`src/rtl/cp0_pkg.sv`:
```
// Shared CP0 definitions: register numbers, exception codes and the bit
// positions of the SR and Cause fields implemented by cp0_exc_unit.
package cp0_pkg;

  // CP0 register numbers reachable through mfc0/mtc0
  localparam logic [4:0] CP0_SR    = 5'd12;
  localparam logic [4:0] CP0_CAUSE = 5'd13;
  localparam logic [4:0] CP0_EPC   = 5'd14;
  localparam logic [4:0] CP0_PRID  = 5'd15;

  // ExcCode values delivered down the pipeline to the M stage
  localparam logic [4:0] EXC_INT     = 5'd0;
  localparam logic [4:0] EXC_ADEL    = 5'd4;
  localparam logic [4:0] EXC_ADES    = 5'd5;
  localparam logic [4:0] EXC_SYSCALL = 5'd8;
  localparam logic [4:0] EXC_RI      = 5'd10;
  localparam logic [4:0] EXC_OV      = 5'd12;

  // SR field positions
  localparam int SR_IE_BIT  = 0;
  localparam int SR_EXL_BIT = 1;
  localparam int SR_IM_LO   = 10;
  localparam int SR_IM_HI   = 15;

  // Cause field positions
  localparam int CAUSE_EXC_LO = 2;
  localparam int CAUSE_EXC_HI = 6;
  localparam int CAUSE_IP_LO  = 10;
  localparam int CAUSE_IP_HI  = 15;
  localparam int CAUSE_BD_BIT = 31;

endpackage

```
`src/rtl/cp0_exc_unit.sv`:
```
// CP0 exception responder for the M stage. Raises a combinational req that
// flushes the pipeline and redirects fetch, records Cause/EPC on the taking
// edge, and holds SR, Cause, EPC and PRId for mfc0/mtc0 and eret.
module cp0_exc_unit
  import cp0_pkg::*;
#(
  parameter logic [31:0] HANDLER_ADDR = 32'h0000_4180,
  parameter logic [31:0] PRID_VAL     = 32'h5037_0001
) (
  input  logic        clk,
  input  logic        reset,
  input  logic [31:0] m_pc,
  input  logic        m_bd,
  input  logic [4:0]  m_exc_code,
  input  logic        m_eret,
  input  logic        cp0_we,
  input  logic [4:0]  cp0_addr,
  input  logic [31:0] cp0_wdata,
  output logic [31:0] cp0_rdata,
  input  logic [5:0]  hw_int,
  output logic        req,
  output logic [31:0] handler_pc,
  output logic [31:0] epc_out
);

  // SR fields
  logic [5:0]  sr_im_q,   sr_im_d;
  logic        sr_exl_q,  sr_exl_d;
  logic        sr_ie_q,   sr_ie_d;
  // Cause fields
  logic        cause_bd_q,  cause_bd_d;
  logic [5:0]  cause_ip_q,  cause_ip_d;
  logic [4:0]  cause_exc_q, cause_exc_d;
  // EPC
  logic [31:0] epc_q, epc_d;

  logic int_req;
  logic exc_req;

  // Request decode: interrupts win over the synchronous exception, and
  // EXL masks both so a handler is never re-entered.
  always_comb begin
    int_req = sr_ie_q & ~sr_exl_q & (|(hw_int & sr_im_q));
    exc_req = (m_exc_code != EXC_INT) & ~sr_exl_q;
    req     = (int_req | exc_req) & ~reset;
  end

  // Next-state for SR/Cause/EPC; taking an exception discards any mtc0/eret
  // in the same cycle, and eret overrides the EXL bit of a coincident mtc0.
  always_comb begin
    sr_im_d     = sr_im_q;
    sr_exl_d    = sr_exl_q;
    sr_ie_d     = sr_ie_q;
    cause_bd_d  = cause_bd_q;
    cause_ip_d  = hw_int;
    cause_exc_d = cause_exc_q;
    epc_d       = epc_q;
    if (req) begin
      sr_exl_d    = 1'b1;
      cause_exc_d = int_req ? EXC_INT : m_exc_code;
      cause_bd_d  = m_bd;
      epc_d       = m_bd ? (m_pc - 32'd4) : m_pc;
    end else begin
      if (cp0_we) begin
        case (cp0_addr)
          CP0_SR: begin
            sr_im_d  = cp0_wdata[SR_IM_HI:SR_IM_LO];
            sr_exl_d = cp0_wdata[SR_EXL_BIT];
            sr_ie_d  = cp0_wdata[SR_IE_BIT];
          end
          CP0_EPC: epc_d = cp0_wdata;
          default: ;
        endcase
      end
      if (m_eret) begin
        sr_exl_d = 1'b0;
      end
    end
  end

  // State registers; reset clears all writable CP0 state.
  always_ff @(posedge clk) begin
    if (reset) begin
      sr_im_q     <= '0;
      sr_exl_q    <= 1'b0;
      sr_ie_q     <= 1'b0;
      cause_bd_q  <= 1'b0;
      cause_ip_q  <= '0;
      cause_exc_q <= '0;
      epc_q       <= '0;
    end else begin
      sr_im_q     <= sr_im_d;
      sr_exl_q    <= sr_exl_d;
      sr_ie_q     <= sr_ie_d;
      cause_bd_q  <= cause_bd_d;
      cause_ip_q  <= cause_ip_d;
      cause_exc_q <= cause_exc_d;
      epc_q       <= epc_d;
    end
  end

  // mfc0 read mux over pre-edge state; unimplemented bits/registers read 0.
  always_comb begin
    cp0_rdata = '0;
    case (cp0_addr)
      CP0_SR: begin
        cp0_rdata[SR_IM_HI:SR_IM_LO] = sr_im_q;
        cp0_rdata[SR_EXL_BIT]        = sr_exl_q;
        cp0_rdata[SR_IE_BIT]         = sr_ie_q;
      end
      CP0_CAUSE: begin
        cp0_rdata[CAUSE_BD_BIT]              = cause_bd_q;
        cp0_rdata[CAUSE_IP_HI:CAUSE_IP_LO]   = cause_ip_q;
        cp0_rdata[CAUSE_EXC_HI:CAUSE_EXC_LO] = cause_exc_q;
      end
      CP0_EPC:  cp0_rdata = epc_q;
      CP0_PRID: cp0_rdata = PRID_VAL;
      default:  cp0_rdata = '0;
    endcase
  end

  assign handler_pc = HANDLER_ADDR;
  assign epc_out    = epc_q;

endmodule

```
`config.mk`:
```
export PLATFORM = sky130hd
export DESIGN_NAME = cp0_exc_unit
export DESIGN_NICKNAME = d
export VERILOG_FILES = /design/src/rtl/cp0_pkg.sv /design/src/rtl/cp0_exc_unit.sv
export SDC_FILE = /design/constraint.sdc
export NUM_CORES = 1
export LEC_CHECK = 0
export CAP_MARGIN = 20
export CORE_ASPECT_RATIO = 1.2
export CORE_MARGIN = 2
export CORE_UTILIZATION = 41
export CTS_CLUSTER_DIAMETER = 200
export DETAILED_ROUTE_END_ITERATION = 7
export GPL_ROUTABILITY_DRIVEN = 0
export PLACE_DENSITY = 0.82
export SLEW_MARGIN = 20
export SYNTH_ARGS = -nofsm -noshare
export SYNTH_HDL_FRONTEND = slang
export SYNTH_SLANG_ARGS = --single-unit
```
`constraint.sdc`:
```
create_clock -name clk -period 3 [get_ports clk]
set_clock_uncertainty 0.2 [all_clocks]
set_input_delay 0.6 -clock clk [delete_from_list [all_inputs] [get_ports clk]]
set_output_delay 0.6 -clock clk [all_outputs]
set_load 0.02 [all_outputs]
```
==> results.cfg, run 1 <==
[status]
outcome = finished, final reports clean

[global_route]
grt_first_pass_wirelength_mm = 20.8
overflow = 0
grt.total_usage_pct = 26.2
grt_pass1_vias = 4194
antenna_found_initial = 0
grt_max_degree = 60

[sta]
setup-violations-final = 0
fin_crit_sh_pct = 98.1
slew_headroom_pct = 59.6
tightest_slew_ns = 0.604
slew_viol_final = 0
hold_violations = 0
hold_slack_ns = 0.271
post-route-min-period_ns = 2.94
rsz0062_at_grt = false
max_freq_ghz = 0.340

[layout]
insertedDiodeCount = 0
finalNonFillerCells = 742
layout-drive-gt1-share_pct = 11.7
nets = 710
synthToLayoutAreaGrowth_pct = 48.8

[yosys]
syn_area_per_cell_um2 = 8.03
synth_cell_type_count = 47
synth_top_area_cell = dfxtp_1
yosys_warnings = 0
ys_ff_latch = 52
synth_ff_type = dfxtp_1
ys_async_sr_fraction_pct = 0
syn_area_mm2 = 0.00369
synth_seq_area_share_pct = 28.2
synth_edf_count = 0
synthTopCellsByArea = dfxtp_1 28%, a2111oi_0 7.1%, and3_1 6.9%
synthCells = 460
yosysTopAreaCellShare_pct = 28.2

[worst_hold_path]
hold_path_end = cause_exc_q[0]
hold_path_depth = 2
min-delay-start = cause_exc_q[0]
hold_path.class = flip-flop to flip-flop

[cts]
cts_tree = built
cts_made_buffers = 5
clk_path_buf_depth = 2
numClockSinks = 52
cts_hold_buf = 0
htreeDepth = 2
path_clk_slew_ns = 0.09
cts_root_buf = clkbuf_8
clk_latency_ns = 0.31

[power]
netSwitchingFraction_pct = 33.2
irDropWorstVdd_v = 0.000232
seqPwrFrac_pct = 44.4
total_leakage_power_nw = 2.25
combPwrFrac_pct = 32.4
power_density_mw_per_mm2 = 324
p_int_mw = 1.19
power.switching_mw = 0.591
power_frac_clock_pct = 23.2

[die]
ios = 182
coreArea_mm2 = 0.00866
die_area_mm2 = 0.00979
die_y_um = 108
rows = 37
start_util_pct = 42.7
die_width_um = 90.6

[routing]
wire_per_inst_um = 18.1
vias_per_cell = 5.86
first_iter_violations = 246
routed_wirelength_mm = 13.4
ant_nets = 0
vias = 4345
drtPass1Iterations = 5
drc_errors = 0

[setup_path]
critPathCaptureType = primary output
cp.required_ns = 2.20
crit_slowest_cell = or4_1
rr_endpoint = epc_out[21]
crit_chain = clkdlybuf4s50_1 > or4_1 > o21a_1 > nor2_2 > nor2_1 > clkbuf_2
reg2reg_from = sr_im_q[1]
crit_fanout = 2
ff2ff_path_depth = 5
regToRegSetupSlack_ns = 0.91
worstSetupStartpointType = input port
critPathArrivalTime_ns = 2.14
worstSetupPathType = input port to primary output
cpPeakStageDelay_ns = 0.55

[placement]
hpwl_mm = 10.4
port_buffers = 149
numPlacedInstances = 734

[job]
maxCapViolCount = 0
==> cell type report <==
cell class,instances,area (um2)
Timing Repair Buffer,201,1850
Inverter,6,22.5
Tap cell,117,146
Fill cell,778,3160
Sequential cell,52,1040
Clock inverter,2,16.3
Clock buffer,6,72.6
Multi-Input combinational cell,358,2350
==> critical path, delay by kind of cell <==
kind                   cells  cell delay [ns]
and+or+nand+nor            3             0.74
buffers and inverters      2             0.57
AOI/OAI and AO/OA          1             0.23
==> routing by layer <==
metal | vias up | part of all wire, % | wire length, um | global-route usage (%)
met5 | - | 0 | 0 | 0
met4 | 0 | 2.2 | 291 | 9.56
met3 | 26 | 7.7 | 1030 | 3.14
met2 | 222 | 52 | 7050 | 49.8
met1 | 2061 | 38 | 5070 | 30.1
li1 | 2036 | - | - | -
==> cells by family (layout without fill, tap and decap cells) <==
logic type               after synthesis  count (layout)  synth area share, %
AND/OR/NAND/NOR                      186             186                 29.3
AO/OA/AOI/OAI                        114             114                 23.7
buffers and inverters                 80             215                 11.8
flip-flops                            52              52                 28.2
multiplexers                          14              14                 3.79
XOR/XNOR                              11              11                 2.61
other                                  2              32                0.203
adder cells (fa/ha/maj)                1               1                0.339
==> sequential cells by signal, summed over array words and instances, names as in the netlist <==
signal,count
epc_out,32
cause_bd_q,1
sr_exl_q,1
sr_im_q,6
sr_ie_q,1
cause_exc_q,5
cause_ip_q,6
==> cell usage after synthesis (5+ instances only) <==
| cell type | instances |
|---|---|
| dfxtp_1 | 52 |
| and3_1 | 41 |
| nor2_1 | 40 |
| clkbuf_1 | 38 |
| buf_4 | 32 |
| a2111oi_0 | 30 |
| a311oi_1 | 21 |
| or4_1 | 18 |
| a21oi_1 | 16 |
| nand3_1 | 16 |
| mux2i_1 | 14 |
| nand2b_1 | 14 |
| a211oi_1 | 12 |
| o31ai_1 | 10 |
| xnor2_1 | 10 |
| a22oi_1 | 9 |
| nand2_1 | 9 |
| nor2b_1 | 8 |
| or3_1 | 8 |
| nor4_1 | 7 |
| inv_1 | 6 |
| nor3_1 | 5 |
| o21ai_0 | 5 |
| o41ai_1 | 5 |
==> through the flow <==
step	util [%]	instance area (um2)	setup TNS [ns]	setup WS [ns]	power (mW)
finish	63.5	5500	0	0.0577	1.78
global route	63.5	5500	0	0.0211	1.85
CTS	63.5	5500	-0.0965	-0.0965	1.78
detailed placement	62.9	5450	-5.88	-0.337	1.38
global placement	62.9	5450	-4.78	-0.320	1.37
floorplan	-	3810	0	0.214	1.09
==> how the worst max path moves through the flow <==
stage	endpoint	cells after the start	from	slack, ns
4_1_cts	req	6	m_exc_code[0]	-0.1
5_1_grt	req	6	m_exc_code[0]	0.02
3_5_place_dp	req	6	m_exc_code[0]	-0.34
6_report	req	6	m_exc_code[0]	0.06
3_3_place_gp	req	6	m_exc_code[0]	-0.32
2_1_floorplan	req	6	m_exc_code[0]	0.21
==> timing repair <==
action                     4_1_cts  5_1_grt
setup buffers                    0        0
gates resized for setup         35        3
setup endpoints to repair       33        2
cloned                           0        0
==> cells in the final DEF (no fill, tap or decap), types with 16 or more instances in the layout <==
cell type | Yosys | final
clkdlybuf4s50_1 | 0 | 114
dfxtp_1 | 52 | 52
buf_4 | 32 | 51
and3_1 | 41 | 41
nor2_1 | 40 | 39
conb_1 | 2 | 32
dlygate4sd2_1 | 0 | 32
a2111oi_0 | 30 | 30
a311oi_1 | 21 | 20
or4_1 | 18 | 18
a21oi_1 | 16 | 16
nand3_1 | 16 | 16
==> power by group through the flow <==
stage                     registers, mW  logic [mW]  clock network, mW
final                             0.790       0.577              0.413
after global routing              0.795       0.617              0.436
after CTS                         0.789       0.574              0.414
after floorplan                   0.837       0.253                  0
after global placement            0.803       0.566                  0
after detailed placement          0.804       0.576                  0
Power figures use the tool's default switching activity.
==> run 2: changes to the inputs <==
MAX_ROUTING_LAYER = met4   (was default)
==> run 2 against run 1 <==
Power increased by 0.18%. Global-route usage is 0.77 points higher. Critical endpoint unchanged. Count of clock-buffer cells in the layout unchanged. Worst setup slack is essentially flat. Register-to-register slack got worse by 0.02 ns. Die area did not move. Wire length grew 0.71%. Highest routed layer unchanged. First-iteration DRC count grew 6.1%.
==> results.cfg, run 2 (synthesis gave the netlist of run 1 again) <==
[cts]
numClockSinks = 52
path_clk_slew_ns = 0.09
htreeDepth = 2
cts_root_buf = clkbuf_8
clk_latency_ns = 0.31
cts_made_buffers = 5
cts_tree = built
clk_path_buf_depth = 2
post_cts_buffers = 0

[die]
die_width_um = 90.6
start_util_pct = 42.7
die_y_um = 108
rows = 37
ios = 182
die_area_mm2 = 0.00979
coreArea_mm2 = 0.00866

[placement]
numPlacedInstances = 734
port_buffers = 149
hpwl_mm = 10.4

[setup_path]
cp.required_ns = 2.20
crit_fanout = 2
worstSetupStartpointType = input port
worstSetupPathType = input port to primary output
critPathCaptureType = primary output
critPathArrivalTime_ns = 2.14

[layout]
fin_util_pct = 63.5
final_common_cell = clkdlybuf4s50_1
seq_area_mm2 = 0.00104
insertedDiodeCount = 0
most-common-layout-cells = 114 x clkdlybuf4s50_1, 52 x dfxtp_1, 51 x buf_4
layout-drive-gt1-share_pct = 11.7
synthToLayoutAreaGrowth_pct = 48.8
nets = 710
largest_register_ffs = 32
multi_input_area_mm2 = 0.00235
fillers = 778
finalNonFillerCells = 742

[worst_hold_path]
hold_path.class = flip-flop to flip-flop

[power]
total_leakage_power_nw = 2.25
power_density_mw_per_mm2 = 324
irDropWorstVdd_v = 0.000234

[routing]
vias_per_cell = 5.85
drtPass1Iterations = 5
routed_wirelength_mm = 13.5
first_iter_violations = 261
vias = 4340
wire_per_inst_um = 18.2
drc_errors = 0
ant_nets = 0

[sta]
rsz0062_at_grt = false
slew_headroom_pct = 59.9
fin_crit_sh_pct = 98.1
post-route-min-period_ns = 2.94
hold_violations = 0
slew_viol_final = 0
tightest_slew_ns = 0.600
setup-violations-final = 0
max_freq_ghz = 0.340

[global_route]
antenna_found_initial = 0
grt_pass1_vias = 4201
grt_max_degree = 60
grt.total_usage_pct = 27.0
grt_first_pass_wirelength_mm = 20.8
overflow = 0

[status]
outcome = finished, final reports clean

[job]
maxCapViolCount = 0
## run 2: cell counts in the layout (fill, tap and decap cells not counted)
No cell type changed its count.
## run 2: through the flow
step                      worst slack [ns]  TNS [ns]  instance area (um2)  power (mW)  hold slack, ns
after floorplan                      0.214         0                 3810        1.09           0.243
after global placement              -0.320     -4.78                 5450        1.37           0.257
after detailed placement            -0.337     -5.88                 5450        1.38           0.258
after CTS                          -0.0965   -0.0965                 5500        1.78           0.271
after global routing                0.0211         0                 5500        1.85           0.307
final                               0.0576         0                 5500        1.78           0.271
## run 2: cell type report
| cell class | count | area share, % |
|---|---|---|
| clock buffers | 6 | 1.32 |
| clock inverters | 2 | 0.296 |
| inverters | 6 | 0.410 |
| multi-input cells | 358 | 42.8 |
| flip-flops and latches | 52 | 18.9 |
| well taps | 117 | 2.66 |
| repair buffers | 201 | 33.6 |
## run 2: path summary, 6_finish.rpt
path                       start             end  cells after the start  slack (ns)
hold reg to reg   cause_exc_q[0]  cause_exc_q[0]                      2        0.27
setup reg to reg      sr_im_q[1]     epc_out[21]                      5        0.89
hold / removal    cause_exc_q[0]  cause_exc_q[0]                      2        0.27
setup / recovery   m_exc_code[0]             req                      6        0.06
## run 2: critical path: stages
cell and delay, ns:
clkdlybuf4s50_1 0.42, or4_1 0.55, o21a_1 0.23, nor2_2 0.14
nor2_1 0.05, clkbuf_2 0.15
## run 2: layer usage
layer  wire length (um)  GRT usage, %  up-vias
met5                  0             -        -
met3                991          3.07       29
met1               5160          30.1     2056
met2               7070          49.8      221
met4                312          9.56        0
li1                   -             -     2034
## run 2: what timing repair did
action	in CTS	in global routing
setup endpoints to repair	33	2
hold buffers	0	0
cloned	0	0
pin swaps	0	0
resized for setup	35	3
## run 2: where the power goes
part	switching (mW)	internal, mW	leakage, nW
sequential	0.0469	0.743	0.431
clock	0.249	0.167	0.0414
combinational	0.298	0.279	1.78
total	0.594	1.19	2.25
